### src/rtl/net_cmd_dispatcher.sv
// Network command dispatcher: buffers {op, addr, data} packets in a FIFO and
// issues imem/register/PC write strobes to the core, including the IDLE wake handshake.
package net_cmd_pkg;
   typedef enum logic [1:0] {RUN = 2'd0, IDLE = 2'd1, ERR = 2'd2} state_e;

   localparam logic [2:0] OP_NOP        = 3'd0;
   localparam logic [2:0] OP_IMEM_WRITE = 3'd1;
   localparam logic [2:0] OP_REG_WRITE  = 3'd2;
   localparam logic [2:0] OP_PC_WRITE   = 3'd3;
   localparam logic [2:0] OP_PC_WAKE    = 3'd4;
endpackage

module net_cmd_dispatcher
   import net_cmd_pkg::*;
#(
   parameter int FIFO_DEPTH = 4,
   parameter int ADDR_W     = 10,
   parameter int PC_W       = 10,
   parameter int DATA_W     = 32
) (
   input  logic                            clk,
   input  logic                            reset,
   input  logic                            net_valid_i,
   output logic                            net_ready_o,
   input  logic [2:0]                      net_op_i,
   input  logic [ADDR_W-1:0]               net_addr_i,
   input  logic [DATA_W-1:0]               net_data_i,
   input  state_e                          state_i,
   input  logic                            stall_i,
   output logic                            imem_we_o,
   output logic [ADDR_W-1:0]               imem_addr_o,
   output logic [DATA_W-1:0]               imem_data_o,
   output logic                            reg_we_o,
   output logic [4:0]                      reg_addr_o,
   output logic [DATA_W-1:0]               reg_data_o,
   output logic                            net_PC_write_cmd_o,
   output logic [PC_W-1:0]                 net_PC_o,
   output logic                            net_PC_write_cmd_IDLE_o,
   output logic                            illegal_op_o,
   output logic                            wake_dropped_o,
   output logic [$clog2(FIFO_DEPTH):0]     fifo_count_o
);

   localparam int PTR_W = $clog2(FIFO_DEPTH);
   localparam int CNT_W = PTR_W + 1;

   typedef enum logic [1:0] {D_EMPTY, D_ISSUE, D_WAIT_IDLE} disp_state_e;

   disp_state_e state, next_state;

   logic [2:0]        op_mem   [FIFO_DEPTH];
   logic [ADDR_W-1:0] addr_mem [FIFO_DEPTH];
   logic [DATA_W-1:0] data_mem [FIFO_DEPTH];

   logic [PTR_W-1:0]  wr_ptr, rd_ptr;
   logic [CNT_W-1:0]  count;

   logic              push, pop;
   logic              do_imem, do_reg, do_pc, do_wake, do_drop;
   logic [2:0]        head_op;
   logic [ADDR_W-1:0] head_addr;
   logic [DATA_W-1:0] head_data;

   assign net_ready_o  = (count != CNT_W'(FIFO_DEPTH));
   assign push         = net_valid_i & net_ready_o;
   assign fifo_count_o = count;
   assign head_op      = op_mem[rd_ptr];
   assign head_addr    = addr_mem[rd_ptr];
   assign head_data    = data_mem[rd_ptr];

   // Payload storage needs no reset; occupancy is tracked by pointers and count.
   always_ff @(posedge clk) begin
      if (push) begin
         op_mem[wr_ptr]   <= net_op_i;
         addr_mem[wr_ptr] <= net_addr_i;
         data_mem[wr_ptr] <= net_data_i;
      end
   end

   always_ff @(posedge clk or posedge reset) begin
      if (reset) begin
         wr_ptr <= '0;
         rd_ptr <= '0;
         count  <= '0;
         state  <= D_EMPTY;
      end else begin
         if (push) wr_ptr <= wr_ptr + PTR_W'(1);
         if (pop)  rd_ptr <= rd_ptr + PTR_W'(1);
         if (push && !pop)      count <= count + CNT_W'(1);
         else if (pop && !push) count <= count - CNT_W'(1);
         state <= next_state;
      end
   end

   always_comb begin
      next_state = state;
      pop        = 1'b0;
      do_imem    = 1'b0;
      do_reg     = 1'b0;
      do_pc      = 1'b0;
      do_wake    = 1'b0;
      do_drop    = 1'b0;
      case (state)
         D_EMPTY: begin
            if (count != '0) next_state = D_ISSUE;
         end
         D_ISSUE: begin
            case (head_op)
               OP_IMEM_WRITE: begin
                  pop     = ~stall_i;
                  do_imem = ~stall_i;
               end
               OP_REG_WRITE: begin
                  pop    = ~stall_i;
                  do_reg = ~stall_i;
               end
               OP_PC_WRITE: begin
                  pop   = ~stall_i;
                  do_pc = ~stall_i;
               end
               OP_PC_WAKE: next_state = D_WAIT_IDLE;
               // NOP and illegal ops are discarded regardless of stall.
               default: pop = 1'b1;
            endcase
         end
         D_WAIT_IDLE: begin
            if (state_i == IDLE && !stall_i) begin
               pop     = 1'b1;
               do_pc   = 1'b1;
               do_wake = 1'b1;
            end else if (state_i == ERR) begin
               pop     = 1'b1;
               do_drop = 1'b1;
            end
         end
         default: next_state = D_EMPTY;
      endcase
      // Entries remaining after this pop include any packet pushed on the same edge.
      if (pop) next_state = (count > CNT_W'(1) || push) ? D_ISSUE : D_EMPTY;
   end

   always_ff @(posedge clk or posedge reset) begin
      if (reset) begin
         imem_we_o               <= 1'b0;
         imem_addr_o             <= '0;
         imem_data_o             <= '0;
         reg_we_o                <= 1'b0;
         reg_addr_o              <= '0;
         reg_data_o              <= '0;
         net_PC_write_cmd_o      <= 1'b0;
         net_PC_o                <= '0;
         net_PC_write_cmd_IDLE_o <= 1'b0;
         illegal_op_o            <= 1'b0;
         wake_dropped_o          <= 1'b0;
      end else begin
         imem_we_o               <= do_imem;
         reg_we_o                <= do_reg;
         net_PC_write_cmd_o      <= do_pc;
         net_PC_write_cmd_IDLE_o <= do_wake;
         if (do_imem) begin
            imem_addr_o <= head_addr;
            imem_data_o <= head_data;
         end
         if (do_reg) begin
            reg_addr_o <= head_addr[4:0];
            reg_data_o <= head_data;
         end
         if (do_pc) net_PC_o <= head_addr[PC_W-1:0];
         if (push && net_op_i > OP_PC_WAKE) illegal_op_o <= 1'b1;
         if (do_drop) wake_dropped_o <= 1'b1;
      end
   end

endmodule

### config.mk
export PLATFORM = sky130hd
export DESIGN_NAME = net_cmd_dispatcher
export DESIGN_NICKNAME = d
export VERILOG_FILES = /design/src/rtl/net_cmd_dispatcher.sv
export SDC_FILE = /design/constraint.sdc
export NUM_CORES = 1
export LEC_CHECK = 0
export BUFFER_PORTS_ARGS = -buffer_cell sky130_fd_sc_hd__buf_2
export CORE_MARGIN = 2
export CORE_UTILIZATION = 57
export DETAILED_ROUTE_END_ITERATION = 6
export PLACE_DENSITY = 0.79
export SKIP_CTS_REPAIR_TIMING = 1
export SLEW_MARGIN = 20
export SYNTH_ARGS = -nofsm -noshare
export SYNTH_HDL_FRONTEND = slang
export SYNTH_SLANG_ARGS = --single-unit
### constraint.sdc
create_clock -name clk -period 4.85 [get_ports clk]
set_input_delay 1.455 -clock clk [delete_from_list [all_inputs] [get_ports clk]]
set_output_delay 1.455 -clock clk [all_outputs]
set_load 0.005 [all_outputs]
Word-level counts from Yosys, hierarchy flattened
Memory sizes are Yosys's and may differ from the RTL's.
Cells that the tools add are included.
Widths: inputs -> output; s select.
{"block": "word_totals", "regBits": 104, "latch_bits": 0, "ramBits": 180, "rom_bits": 0, "output_inout_bits": 99, "elab_cells": 74, "mem_count": 3}
{"memory": "data_mem", "depth": 4, "width": 32, "read_ports": 1, "rd_clocked_by_memory_dff": 0, "wr": 1, "line": "53", "rtl": "logic [DATA_W-1:0] data_mem [FIFO_DEPTH];"}
{"memory": "addr_mem", "depth": 4, "width": 10, "read_ports": 1, "rd_clocked_by_memory_dff": 0, "wr": 1, "line": "52", "rtl": "logic [ADDR_W-1:0] addr_mem [FIFO_DEPTH];"}
{"memory": "op_mem", "depth": 4, "width": 3, "read_ports": 1, "rd_clocked_by_memory_dff": 0, "wr": 1, "line": "51", "rtl": "logic [2:0] op_mem [FIFO_DEPTH];"}
{"block": "classes", "addsub": 4, "mul": 0, "div_mod_pow": 0, "magnitude_cmp": 2, "eq_ne": 12, "shifts": 0, "mux": 23, "bitwise_logic": 2, "reduce_logical": 13}
{"op": "$mux 1", "n": 14}
{"op": "$eq 3x2->1 const B", "n": 2}
{"op": "$mux 2", "n": 3}
{"op": "$mux 3", "n": 2}
{"op": "$ne 3x3->1 const B", "n": 2}
{"op": "$pmux 1 s2", "n": 3}
{"op": "$pmux 2 s3", "n": 1}
{"op": "$add 2x1->2 const B", "n": 2}
{"op": "$eq 2x1->1 const B", "n": 2}
{"op": "$eq 2x2->1 const B", "n": 2}
{"op": "$logic_and 1x1->1", "n": 4}
{"op": "$add 3x1->3 const B", "n": 1}
{"op": "$eq 3x1->1 const B", "n": 1}
{"op": "$eq 3x3->1 const B", "n": 1}
{"op": "$gt 3x1->1 const B", "n": 1}
{"op": "$gt 3x3->1 const B", "n": 1}
{"op": "$logic_not 1->1", "n": 3}
{"op": "$ne 3x2->1 const B", "n": 1}
{"op": "$reduce_and 3->1", "n": 1}
{"op": "$reduce_bool 3->1", "n": 1}
{"op": "$reduce_or 3->1", "n": 1}
{"op": "$sub 3x1->3 const B", "n": 1}
{"op": "$logic_not 2->1", "n": 1}
{"op": "$ne 2x2->1 const B", "n": 1}
{"op": "4 further kinds", "n": 4}

Logic depth before layout (Yosys ltp)
An unclocked memory read counts as a cell.
{"block": "depth", "word_depth": 8, "mapped_depth": 11, "mapped_depth_nobuf": 11}

Worst setup path after synthesis
OpenSTA, ideal clock, no wires.
{"block": "synth_timing", "kind": "input to register", "startpoint": "in net_valid_i", "endpoint": "mem addr_mem[1][0] (enable)", "setup_ps": 407, "t_arrival_ps": 2581, "required_time_ps": 4443, "path_slack_ps": 1861, "stages": 1, "n_path_buf": 0, "cell_sequence": "and3_1"}
{"block": "synth_via", "elab_chain_cells": 3}
{"item": "start, declared", "line": "23", "rtl": "input logic net_valid_i,"}
{"item": "$and 1x1->1", "line": "65", "rtl": "assign push = net_valid_i & net_ready_o;"}
{"item": "$mux 1", "line": "73", "rtl": "if (push) begin"}
{"item": "$mux 1 (not written as such)", "line": "75", "rtl": "addr_mem[wr_ptr] <= net_addr_i;"}
{"item": "end, declared", "line": "52"}
No other way between the ends.

Final worst setup path
{"block": "layout_timing", "startpoint": "reg rd_ptr[0]", "endpoint": "reg reg_data_o[24]"}
{"block": "layout_via", "elab_chain_cells": 4}
{"item": "start, declared", "line": "55", "rtl": "logic [PTR_W-1:0] wr_ptr, rd_ptr;"}
{"item": "start signal, assigned", "line": "88", "rtl": "if (pop) rd_ptr <= rd_ptr + PTR_W'(1);"}
{"item": "$mem_v2 4x3"}
{"item": "$eq 3x2->1", "line": "108", "rtl": "case (head_op)"}
{"item": "$mux 1", "line": "108"}
{"item": "$mux 1", "line": "103", "rtl": "case (state)"}
{"item": "end signal, assigned", "line": "166", "rtl": "reg_data_o <= head_data;"}
{"item": "end, declared", "line": "35", "rtl": "output logic [DATA_W-1:0] reg_data_o,"}
Several ways; a longest one is shown, not always the timed one.
A chain may end at the register's enable or synchronous reset.

==> impl_metrics.json <==
{
  "min_to": "illegal_op_o",
  "fp-row-count": 50,
  "crit_type": "reg -> reg",
  "yosysWarnings": 0,
  "place.gp.congestion": 0.8093,
  "htreeDepth": 1,
  "rr_startpoint": "rd_ptr[0]",
  "syn-num-nets": 576,
  "avgSynthCellArea_sq_um": 21.27,
  "fin_util": 0.6768,
  "coreArea_sq_um": 18770,
  "detailedPlace.worstSlack_ps": 1441,
  "end_kind": "flop",
  "fp.dieW_microns": 142.4,
  "leakagePower_nw": 5.048,
  "slowest_stage": "dfrtp_4",
  "hpwl_mm": 12.56,
  "powerDensity_nw_per_um2": 635.7,
  "num-nets-final": 741,
  "drive_above_1_share": 0.4900,
  "clock-sinks": 284,
  "max_slew_margin": 0.2897,
  "r2r.worst_path.cells": 6,
  "hold_path_depth": 1,
  "post-route-period-util": 0.6488,
  "numCtsBuffers": 27,
  "die_y_microns": 142.4,
  "grt_pass1_vias": 5500,
  "syn2layout_area_growth_pct": 16.42,
  "yosys.cell_types.count": 35,
  "ir_drop_v": 0.0003652,
  "stdcell_count": 934,
  "hold_start": "illegal_op_o",
  "rsz0062_at_grt": "false",
  "syn_inst": 513,
  "start_util": 0.5813,
  "synth_top_area_frac": 0.4954,
  "grt_pass1_wl_mm": 30.84,
  "p_total_mw": 8.075,
  "vias_per_cell": 5.591,
  "synth_area_sq_um": 10910,
  "port_buffers": 149,
  "cpPeakStageDelay_ps": 690,
  "reg2reg_slack_ps": 1700,
  "first_pass_iters": 4,
  "yosysMostFrequentCell": "edfxtp_1",
  "grt_max_degree": 83,
  "timing.fmax_mhz": 317.8,
  "ant_nets": 0,
  "placed_area_sq_um": 11870,
  "cp.arrival_ps": 3540,
  "required_ps": 5240,
  "hold_class": "reg -> reg",
  "synth_ff_type": "edfxtp_1",
  "grtUsageTotal": 0.1999,
  "startpoint": "rd_ptr[0]",
  "synth.area.top_cells": "edfxtp_1 50%, dfrtp_1 24%, mux4_2 9.3%, mux2_4 6.3%, mux2_2 4.4%",
  "clkSlewWorstSetupHoldPaths_ps": 70,
  "drt_iter0_markers": 381,
  "fin_area_sq_um": 12700,
  "drv_slew": 0,
  "clockBufferDepth": 3,
  "crit_fanout": 21,
  "outcome": "finished, final reports clean",
  "dp.cells": 883,
  "finalCriticalPeriod_ps": 3147,
  "pin_count": 150,
  "dieArea_sq_um": 20260,
  "setup_viol": 0,
  "ys_ff_latch": 284,
  "drc": 0,
  "synth_commonest_cells": "180 x edfxtp_1, 104 x dfrtp_1, 46 x mux2_4, 45 x mux4_2, 43 x mux2_2",
  "fin_hold_ws_ps": 477.5,
  "antenna_found_initial": 2,
  "crit_path_start_kind": "flop",
  "tns_ps": 0,
  "hold_violations": 0,
  "synth_edf_count": 180,
  "fillerInstances": 1200,
  "worstMarginPinSlew_ps": 1065,
  "finClkSkew_ps": 12.44,
  "wl_per_cell_microns": 21.09,
  "vias": 5222,
  "finalWirelength_mm": 19.70,
  "clk-insertion-delay-late_ps": 520,
  "maxCapViolations": 0,
  "timing.rr.end": "reg_data_o[24]",
  "grt_overflow": 0,
  "cts_tree": "built",
  "cp_cell_sequence": "mux4_2 > nor3_2 > nand2_1 > nor2_4 > buf_4 > mux2_2",
  "multi_input_area_sq_um": 2711,
  "regArea_sq_um": 8013,
  "synth_top_cell_by_area": "edfxtp_1",
  "clockRootBuffer": "clkbuf_16",
  "yosysSeqAreaShare": 0.7339,
  "async_flop_share": 0.3662,
  "layout_setup_ws_ps": 1703
}
## registers in the layout, indices dropped and copies added, names as in the netlist, 2 cells and up
name	cells
rd_ptr	2
net_PC_o	10
state	2
data_mem	128
fifo_count_o	3
wr_ptr	2
imem_addr_o	10
reg_addr_o	5
addr_mem	40
op_mem	12
imem_data_o	32
reg_data_o	32
## worst max-delay path, delay by kind of cell (launching register included)
kind          cells  cell delay, ps
buf+inv           1             440
flops             1             690
mux               2            1040
simple gates      3             830
## metal layers
metal	wire length [microns]	GRT usage	vias up	part of all wire
met3	991	0.03668	33	0.050
li1	-	-	2337	-
met5	0	0	-	0
met1	7885	0.2505	2723	0.40
met4	465	0.06201	0	0.024
met2	10360	0.3577	129	0.53
## power by group
| group | internal [mW] | leakage (nW) | switching, mW |
|---|---|---|---|
| registers | 3.33 | 2.92 | 0.365 |
| clock network | 1.13 | 0.403 | 0.820 |
| logic | 1.31 | 1.73 | 1.12 |
## cell type report
| type | instances | area share |
|---|---|---|
| sequential | 284 | 0.6308 |
| multi-input combinational | 196 | 0.2135 |
| timing repair buffer | 157 | 0.06344 |
| clock buffer | 40 | 0.05940 |
| tap | 234 | 0.02305 |
| clock inverter | 9 | 0.005516 |
| inverter | 12 | 0.003940 |
| antenna | 2 | 0.0003940 |
## how the worst max path moves through the flow
stage	endpoint	cells past startpoint
after CTS	reg_data_o[22]	6
after detailed placement	reg_data_o[22]	6
final	reg_data_o[24]	6
after global routing	reg_data_o[24]	6
after global placement	reg_data_o[20]	6
after floorplan	fifo_count_o[0]	1
## cell usage in the layout, fill, tap and decap left out, types with 4 or more instances in the layout
cell,instances
edfxtp_1,180
buf_2,149
dfrtp_1,102
mux2_4,46
mux4_2,45
mux2_2,43
clkbuf_16,27
ha_1,12
inv_1,11
clkbuf_1,10
buf_4,8
nand2_1,6
clkinv_2,5
nand3_1,4
and3_2,4
## logic make-up (layout without fill, tap and decap cells)
logic type | after synthesis | in the layout | synth area share
flops | 284 | 284 | 0.7339
mux | 137 | 137 | 0.2034
simple gates | 33 | 33 | 0.01950
buf+inv | 33 | 218 | 0.01881
fa+ha+maj | 12 | 12 | 0.01376
compound gates | 8 | 8 | 0.005734
xor+xnor | 6 | 6 | 0.004817
other cells | 0 | 2 | 0
(Power assumes the default switching activity.)
